<file path="config.mk">
export PLATFORM = sky130hd
export DESIGN_NAME = sym_fir_seq_ctrl
export DESIGN_NICKNAME = d
export VERILOG_FILES = /design/src/rtl/sym_fir_pkg.sv /design/src/rtl/sym_fir_coef_bank.sv /design/src/rtl/sym_fir_seq_ctrl.sv
export SDC_FILE = /design/constraint.sdc
export NUM_CORES = 2
export LEC_CHECK = 0
export CAP_MARGIN = 40
export CORE_ASPECT_RATIO = 1.5
export CORE_UTILIZATION = 41
export CTS_CLUSTER_SIZE = 24
export DETAILED_ROUTE_END_ITERATION = 16
export PLACE_DENSITY = 0.64
export RECOVER_POWER = 50
export SLEW_MARGIN = 20
export SYNTH_ARGS = -nofsm -noshare
export SYNTH_HDL_FRONTEND = slang
export SYNTH_SLANG_ARGS = --single-unit
</file>
<file path="constraint.sdc">
create_clock -name clk -period 34.1 [get_ports clk]
set_input_delay 3.41 -clock clk [delete_from_list [all_inputs] [get_ports clk]]
set_output_delay 3.41 -clock clk [all_outputs]
set_load 0.02 [all_outputs]
</file>
<file path="src/rtl/sym_fir_pkg.sv">
// Shared constants, types and default coefficients for the time-multiplexed symmetric FIR.
// Latency: n/a (package only).
// Backpressure: n/a.
package sym_fir_pkg;

    localparam int DATA_W = 18;
    localparam int COEF_W = 18;
    localparam int N_UNIQ = 11;
    localparam int N_TAPS = 2 * N_UNIQ - 1;
    localparam int ACC_W  = 40;
    localparam int PROD_W = DATA_W + COEF_W;
    localparam int K_W    = 4;

    typedef logic signed [COEF_W-1:0] coef_t;
    typedef logic signed [DATA_W-1:0] samp_t;

    typedef enum logic [1:0] {
        IDLE = 2'd0,
        RUN  = 2'd1,
        DONE = 2'd2
    } state_t;

    // Power-up sine-shaping coefficients, b0 (outer taps) .. b10 (centre tap).
    localparam coef_t DEF_COEF [N_UNIQ] = '{
        18'sd4091,   18'sd5895,   18'sd3323,  -18'sd3445,
       -18'sd10669, -18'sd12449, -18'sd4024,   18'sd14901,
        18'sd38953,  18'sd59086,  18'sd66926
    };

endpackage

</file>
<file path="src/rtl/sym_fir_coef_bank.sv">
// Double-buffered coefficient store: shadow written any time, copied atomically into active when idle.
// Latency: write/swap take effect on the next edge; read by index is combinational.
// Backpressure: none; a commit outside IDLE is held as swap_pending until the sequencer idles.
module sym_fir_coef_bank
    import sym_fir_pkg::*;
(
    input  logic           clk,
    input  logic           reset,
    input  logic           we,
    input  logic [K_W-1:0] addr,
    input  coef_t          wdata,
    input  logic           commit,
    input  logic           idle,
    input  logic [K_W-1:0] rd_idx,
    output coef_t          rd_coef,
    output logic           swap_pending
);

    coef_t shadow     [N_UNIQ];
    coef_t active     [N_UNIQ];
    coef_t shadow_nxt [N_UNIQ];
    logic  swap;

    // Shadow contents after this cycle's write; the swap copies this so a same-cycle write is included.
    always_comb begin
        for (int i = 0; i < N_UNIQ; i++) begin
            shadow_nxt[i] = shadow[i];
            if (we && (addr == K_W'(i))) begin
                shadow_nxt[i] = wdata;
            end
        end
    end

    // Active bank only changes while the sequencer is idle, so a running sum never mixes banks.
    assign swap = idle && (swap_pending || commit);

    // Bank registers and pending-swap flag.
    always_ff @(posedge clk or posedge reset) begin
        if (reset) begin
            for (int i = 0; i < N_UNIQ; i++) begin
                shadow[i] <= DEF_COEF[i];
                active[i] <= DEF_COEF[i];
            end
            swap_pending <= 1'b0;
        end else begin
            for (int i = 0; i < N_UNIQ; i++) begin
                shadow[i] <= shadow_nxt[i];
                if (swap) begin
                    active[i] <= shadow_nxt[i];
                end
            end
            swap_pending <= swap ? 1'b0 : (swap_pending | commit);
        end
    end

    // Coefficient lookup for the current step; out-of-range index reads zero.
    always_comb begin
        rd_coef = '0;
        for (int i = 0; i < N_UNIQ; i++) begin
            if (rd_idx == K_W'(i)) begin
                rd_coef = active[i];
            end
        end
    end

endmodule

</file>
<file path="src/rtl/sym_fir_seq_ctrl.sv">
// 21-tap symmetric FIR sequenced over 11 unique coefficients with one pre-adder, multiplier and accumulator.
// Latency: sam_en at edge t0 -> y/y_valid updated at edge t12; minimum sample period 13 clocks.
// Backpressure: none; a sam_en while busy is dropped and sets sticky overrun. Optional SYM_FIR_SAT_EN saturates y.
module sym_fir_seq_ctrl
    import sym_fir_pkg::*;
(
    input  logic              clk,
    input  logic              reset,
    input  logic              sam_en,
    input  logic [DATA_W-1:0] x_in,
    input  logic              coef_we,
    input  logic [K_W-1:0]    coef_addr,
    input  logic [COEF_W-1:0] coef_data,
    input  logic              coef_commit,
    output logic              busy,
    output logic [DATA_W-1:0] y,
    output logic              y_valid,
    output logic              overrun,
    output logic              swap_pending
);

    state_t                    state;
    state_t                    state_nxt;
    samp_t                     xd [N_TAPS];
    samp_t                     x_scaled;
    samp_t                     pre;
    coef_t                     coef_k;
    logic signed [PROD_W-1:0]  prod;
    logic        [ACC_W-1:0]   acc;
    logic        [K_W-1:0]     k;
    logic        [DATA_W-1:0]  y_calc;

    sym_fir_coef_bank u_bank (
        .clk          (clk),
        .reset        (reset),
        .we           (coef_we),
        .addr         (coef_addr),
        .wdata        (coef_data),
        .commit       (coef_commit),
        .idle         (state == IDLE),
        .rd_idx       (k),
        .rd_coef      (coef_k),
        .swap_pending (swap_pending)
    );

    // Halve the input (1s17 -> 2s16) so a pre-add of two taps always fits in 18 bits.
    assign x_scaled = $signed(x_in) >>> 1;

    // State register.
    always_ff @(posedge clk or posedge reset) begin
        if (reset) begin
            state <= IDLE;
        end else begin
            state <= state_nxt;
        end
    end

    // Next-state and busy decode.
    always_comb begin
        state_nxt = state;
        busy      = 1'b1;
        case (state)
            IDLE: begin
                busy = 1'b0;
                if (sam_en) begin
                    state_nxt = RUN;
                end
            end
            RUN: begin
                if (k == K_W'(N_UNIQ - 1)) begin
                    state_nxt = DONE;
                end
            end
            DONE: begin
                state_nxt = IDLE;
            end
            default: begin
                state_nxt = IDLE;
            end
        endcase
    end

    // Pre-adder folds the mirrored tap pair for step k; the centre tap stands alone.
    always_comb begin
        pre = xd[N_UNIQ-1];
        for (int i = 0; i < N_UNIQ - 1; i++) begin
            if (k == K_W'(i)) begin
                pre = xd[i] + xd[N_TAPS-1-i];
            end
        end
    end

    assign prod = pre * coef_k;

    // Delay line shift on accepted samples; accumulate one coefficient per RUN cycle.
    always_ff @(posedge clk or posedge reset) begin
        if (reset) begin
            for (int i = 0; i < N_TAPS; i++) begin
                xd[i] <= '0;
            end
            acc <= '0;
            k   <= '0;
        end else begin
            case (state)
                IDLE: begin
                    if (sam_en) begin
                        xd[0] <= x_scaled;
                        for (int i = 1; i < N_TAPS; i++) begin
                            xd[i] <= xd[i-1];
                        end
                        acc <= '0;
                        k   <= '0;
                    end
                end
                RUN: begin
                    acc <= acc + {{(ACC_W-PROD_W){prod[PROD_W-1]}}, prod};
                    k   <= k + 1'b1;
                end
                default: begin
                end
            endcase
        end
    end

    // Output formatting: drop 17 fractional bits (floor), optionally clamp to the 18-bit range.
`ifdef SYM_FIR_SAT_EN
    logic [ACC_W-35:0] acc_top;
    assign acc_top = acc[ACC_W-1:34];

    always_comb begin
        y_calc = acc[34:17];
        if (!((&acc_top) || !(|acc_top))) begin
            y_calc = acc[ACC_W-1] ? {1'b1, {(DATA_W-1){1'b0}}} : {1'b0, {(DATA_W-1){1'b1}}};
        end
    end
`else
    always_comb begin
        y_calc = acc[34:17];
    end
`endif

    // Registered result, one-cycle valid pulse and sticky overrun flag.
    always_ff @(posedge clk or posedge reset) begin
        if (reset) begin
            y       <= '0;
            y_valid <= 1'b0;
            overrun <= 1'b0;
        end else begin
            y_valid <= (state == DONE);
            if (state == DONE) begin
                y <= y_calc;
            end
            if (sam_en && busy) begin
                overrun <= 1'b1;
            end
        end
    end

endmodule

</file>
==> results.sh <==
export IMPL_outcome="complete, but fails checks"
export IMPL_violations="max-capacitance violations, max-slew violations"
export IMPL_fin_util_pct=45.91
export IMPL_yosysTopAreaCell="dfrtp_1"
export IMPL_antenna_found_initial=1
export IMPL_fmax_mhz=77.90
export IMPL_grtUsageTotal_pct=21.20
export IMPL_worst_setup_path_type="reg -> reg"
export IMPL_regToRegEndpoint="acc[33]"
export IMPL_synth_edff_count=0
export IMPL_clk_latency_ns=0.70
export IMPL_hold_depth=1
export IMPL_syn_area_sq_mm=0.05397
export IMPL_final_area_sq_mm=0.05984
export IMPL_cts_made_buffers=86
export IMPL_dp_cells=7211
export IMPL_postCtsHoldBufs=0
export IMPL_hp_start="overrun"
export IMPL_crit_path_end_kind="register"
export IMPL_startpoint_type="register"
export IMPL_min_to="overrun"
export IMPL_hpwlAfterDp_microns=99630
export IMPL_slew_headroom_pct=-216.0
export IMPL_netlist_area_leader_share_pct=28.24
export IMPL_cap_violations=15
export IMPL_tightest_slew_ns=4.713
export IMPL_slowest_stage="a2111oi_0"
export IMPL_mostFrequentLayoutCell="nand2_1"
export IMPL_critPathRequiredTime_ns=34.70
export IMPL_rsz0062_at_grt="no"
export IMPL_via_per_inst=5.340
export IMPL_ys_seq_area_share_pct=38.27
export IMPL_firstDrtPassIters=5
export IMPL_start_util_pct=41.41
export IMPL_fin_crit_sh_pct=37.64
export IMPL_placed_area_sq_mm=0.05688
export IMPL_cts_tree="built"
export IMPL_rows=162
export IMPL_cts_setup_buffers=0
export IMPL_final_cell_mix="1,339 x nand2_1, 609 x dfrtp_1, 452 x inv_1"
export IMPL_grt_max_degree=179
export IMPL_hp_class="reg -> reg"
export IMPL_place_congestion=0.8691
export IMPL_clk_pin_slew_ns=0.07
export IMPL_r2r_start="xd[72]"
export IMPL_synthTopCellsByArea="dfrtp_1 28%, fa_1 12%, dfstp_2 10%"
export IMPL_synth_warnings=0
export IMPL_syn_inst=5585
export IMPL_dr_total_vias=39397
export IMPL_die_w_microns=298.2
export IMPL_setup_viol=0
export IMPL_r2r_slack_ns=21.26
export IMPL_clkSinkCount=815
export IMPL_die_h_microns=446.4
export IMPL_yosysUniqueCellTypes=82
export IMPL_layout_cells_non_filler=7378
export IMPL_synth_top_flop_cell="dfrtp_1"
export IMPL_ant_nets=0
export IMPL_grt_pass1_wl_microns=224600
export IMPL_dieArea_sq_mm=0.1331
export IMPL_cts_resized=0
export IMPL_cts_buffer_depth=3
export IMPL_synth_async_sr_flop_share_pct=100.0
export IMPL_path_common_cell="fa_1"
export IMPL_skew_ns=0.04391
export IMPL_core_area_sq_mm=0.1303
export IMPL_arrival_ns=13.44
export IMPL_ys_ff_latch=815
export IMPL_syn2layout_area_growth_pct=10.87
export IMPL_fillers=12354
export IMPL_drc=0
export IMPL_io_pins=67
export IMPL_first_global_vias=41221
export IMPL_path_max_fanout=18
export IMPL_critPathMaxStageDelay_ns=0.68
export IMPL_wl_per_cell_microns=18.87
export IMPL_period_needed_ns=12.84
export IMPL_synthesis_nets=6260
export IMPL_grt_overflow=0
export IMPL_drive_gt1_share_pct=13.97
export IMPL_avgSynthCellArea_sq_um=9.664
export IMPL_htreeDepth=3
export IMPL_place_port_buffers=65
export IMPL_finalHoldViolCount=0
export IMPL_wl_microns=139200
export IMPL_final_max_slew_viol_count=680
export IMPL_final_nets=6257
export IMPL_rr_worst_depth=40
export IMPL_setup_tns_final_ns=0
export IMPL_cts_root_buf="clkbuf_16"
export IMPL_dr_first_iter_drc_count=2492
-- how the worst max path moves through the flow --
| stage | startpoint | end | slack (ns) | cells past startpoint |
|---|---|---|---|---|
| global placement | xd[72] | acc[33] | 21.47 | 40 |
| detailed placement | xd[72] | acc[33] | 21.39 | 40 |
| CTS | xd[72] | acc[33] | 21.36 | 40 |
| floorplan | reset | acc[0] | 8.14 | 1 |
| global route | xd[72] | acc[33] | 20.69 | 40 |
| finish | xd[72] | acc[33] | 21.26 | 40 |
-- sequential cells by signal, summed over array words and instances, names as in the netlist --
name	cells
y	18
u_bank.active	198
acc	35
y_valid	1
state	2
overrun	1
u_bank.swap_pending	1
u_bank.shadow	198
xd	357
k	4
-- Yosys cell counts, types with 12 or more instances --
cell type     n
dfrtp_1     609
inv_1       453
a22oi_1      12
o31ai_1      16
or2_2        20
o21ai_1      14
a21o_1       79
nand2_1    1341
a221oi_1     41
xor2_1       74
a31oi_1      26
o21a_1       38
ha_1        302
a221o_1      17
and2_1       33
o21ai_0     194
o21bai_1     38
a211oi_1     35
o211ai_1     32
mux2_2      415
nor3_1       56
fa_1        328
nor2_1      239
a21oi_1     219
o22ai_1      15
nand3_1      60
nand2b_1     47
and3_1       13
clkbuf_1    233
xnor2_1     136
nor2b_1      72
dfstp_2     206
-- critical path, delay by kind of cell (launching register included) --
family / cells / cell delay, ns
DFF: 1 / 0.41
adders and majority gates: 10 / 4.25
and+or+nand+nor: 5 / 0.93
buffers and inverters: 4 / 0.21
xor gates and xnor gates: 2 / 0.36
AOI/OAI and AO/OA: 19 / 6.58
-- per-stage QoR --
step	hold WS [ns]	setup slack [ns]
final	0.4540	21.26
after global routing	0.4895	20.69
after CTS	0.4658	21.36
after detailed placement	0.4518	21.39
after global placement	0.4385	21.47
after floorplan	0.4524	8.140
-- kinds of logic (layout without fill, tap and decap cells) --
kind of cell | after synthesis | after routing | synth area share, %
AOI/OAI and AO/OA | 861 | 861 | 10.39
xor gates and xnor gates | 211 | 211 | 3.450
adders and majority gates | 632 | 632 | 19.20
buffers and inverters | 708 | 778 | 4.954
DFF | 815 | 815 | 38.27
muxes | 419 | 419 | 8.733
other | 0 | 1 | 0
and+or+nand+nor | 1939 | 1939 | 15.01
-- area by class of cell --
cell class              count  area [sq um]  share of cell area (%)
clock buffers             134          2634                   4.401
repair buffers            164          1587                   2.651
flip-flops and latches    815         20650                   34.51
inverters                 453          1702                   2.844
clock inverters            27         379.1                  0.6335
well taps                1722          2155                   3.600
multi-input cells        4062         30730                   51.35
diodes                      1         2.502                0.004182
-- metal layers --
metal	routed length (microns)	vias up	global-route usage [%]
met5	0	-	0
met4	4893	0	8.173
met3	5374	271	2.330
met2	71950	872	38.34
met1	57020	19781	25.69
li1	-	18473	-
Power is not shown: default switching activity piles up to over one toggle a cycle in this logic, so the estimate is an artifact.
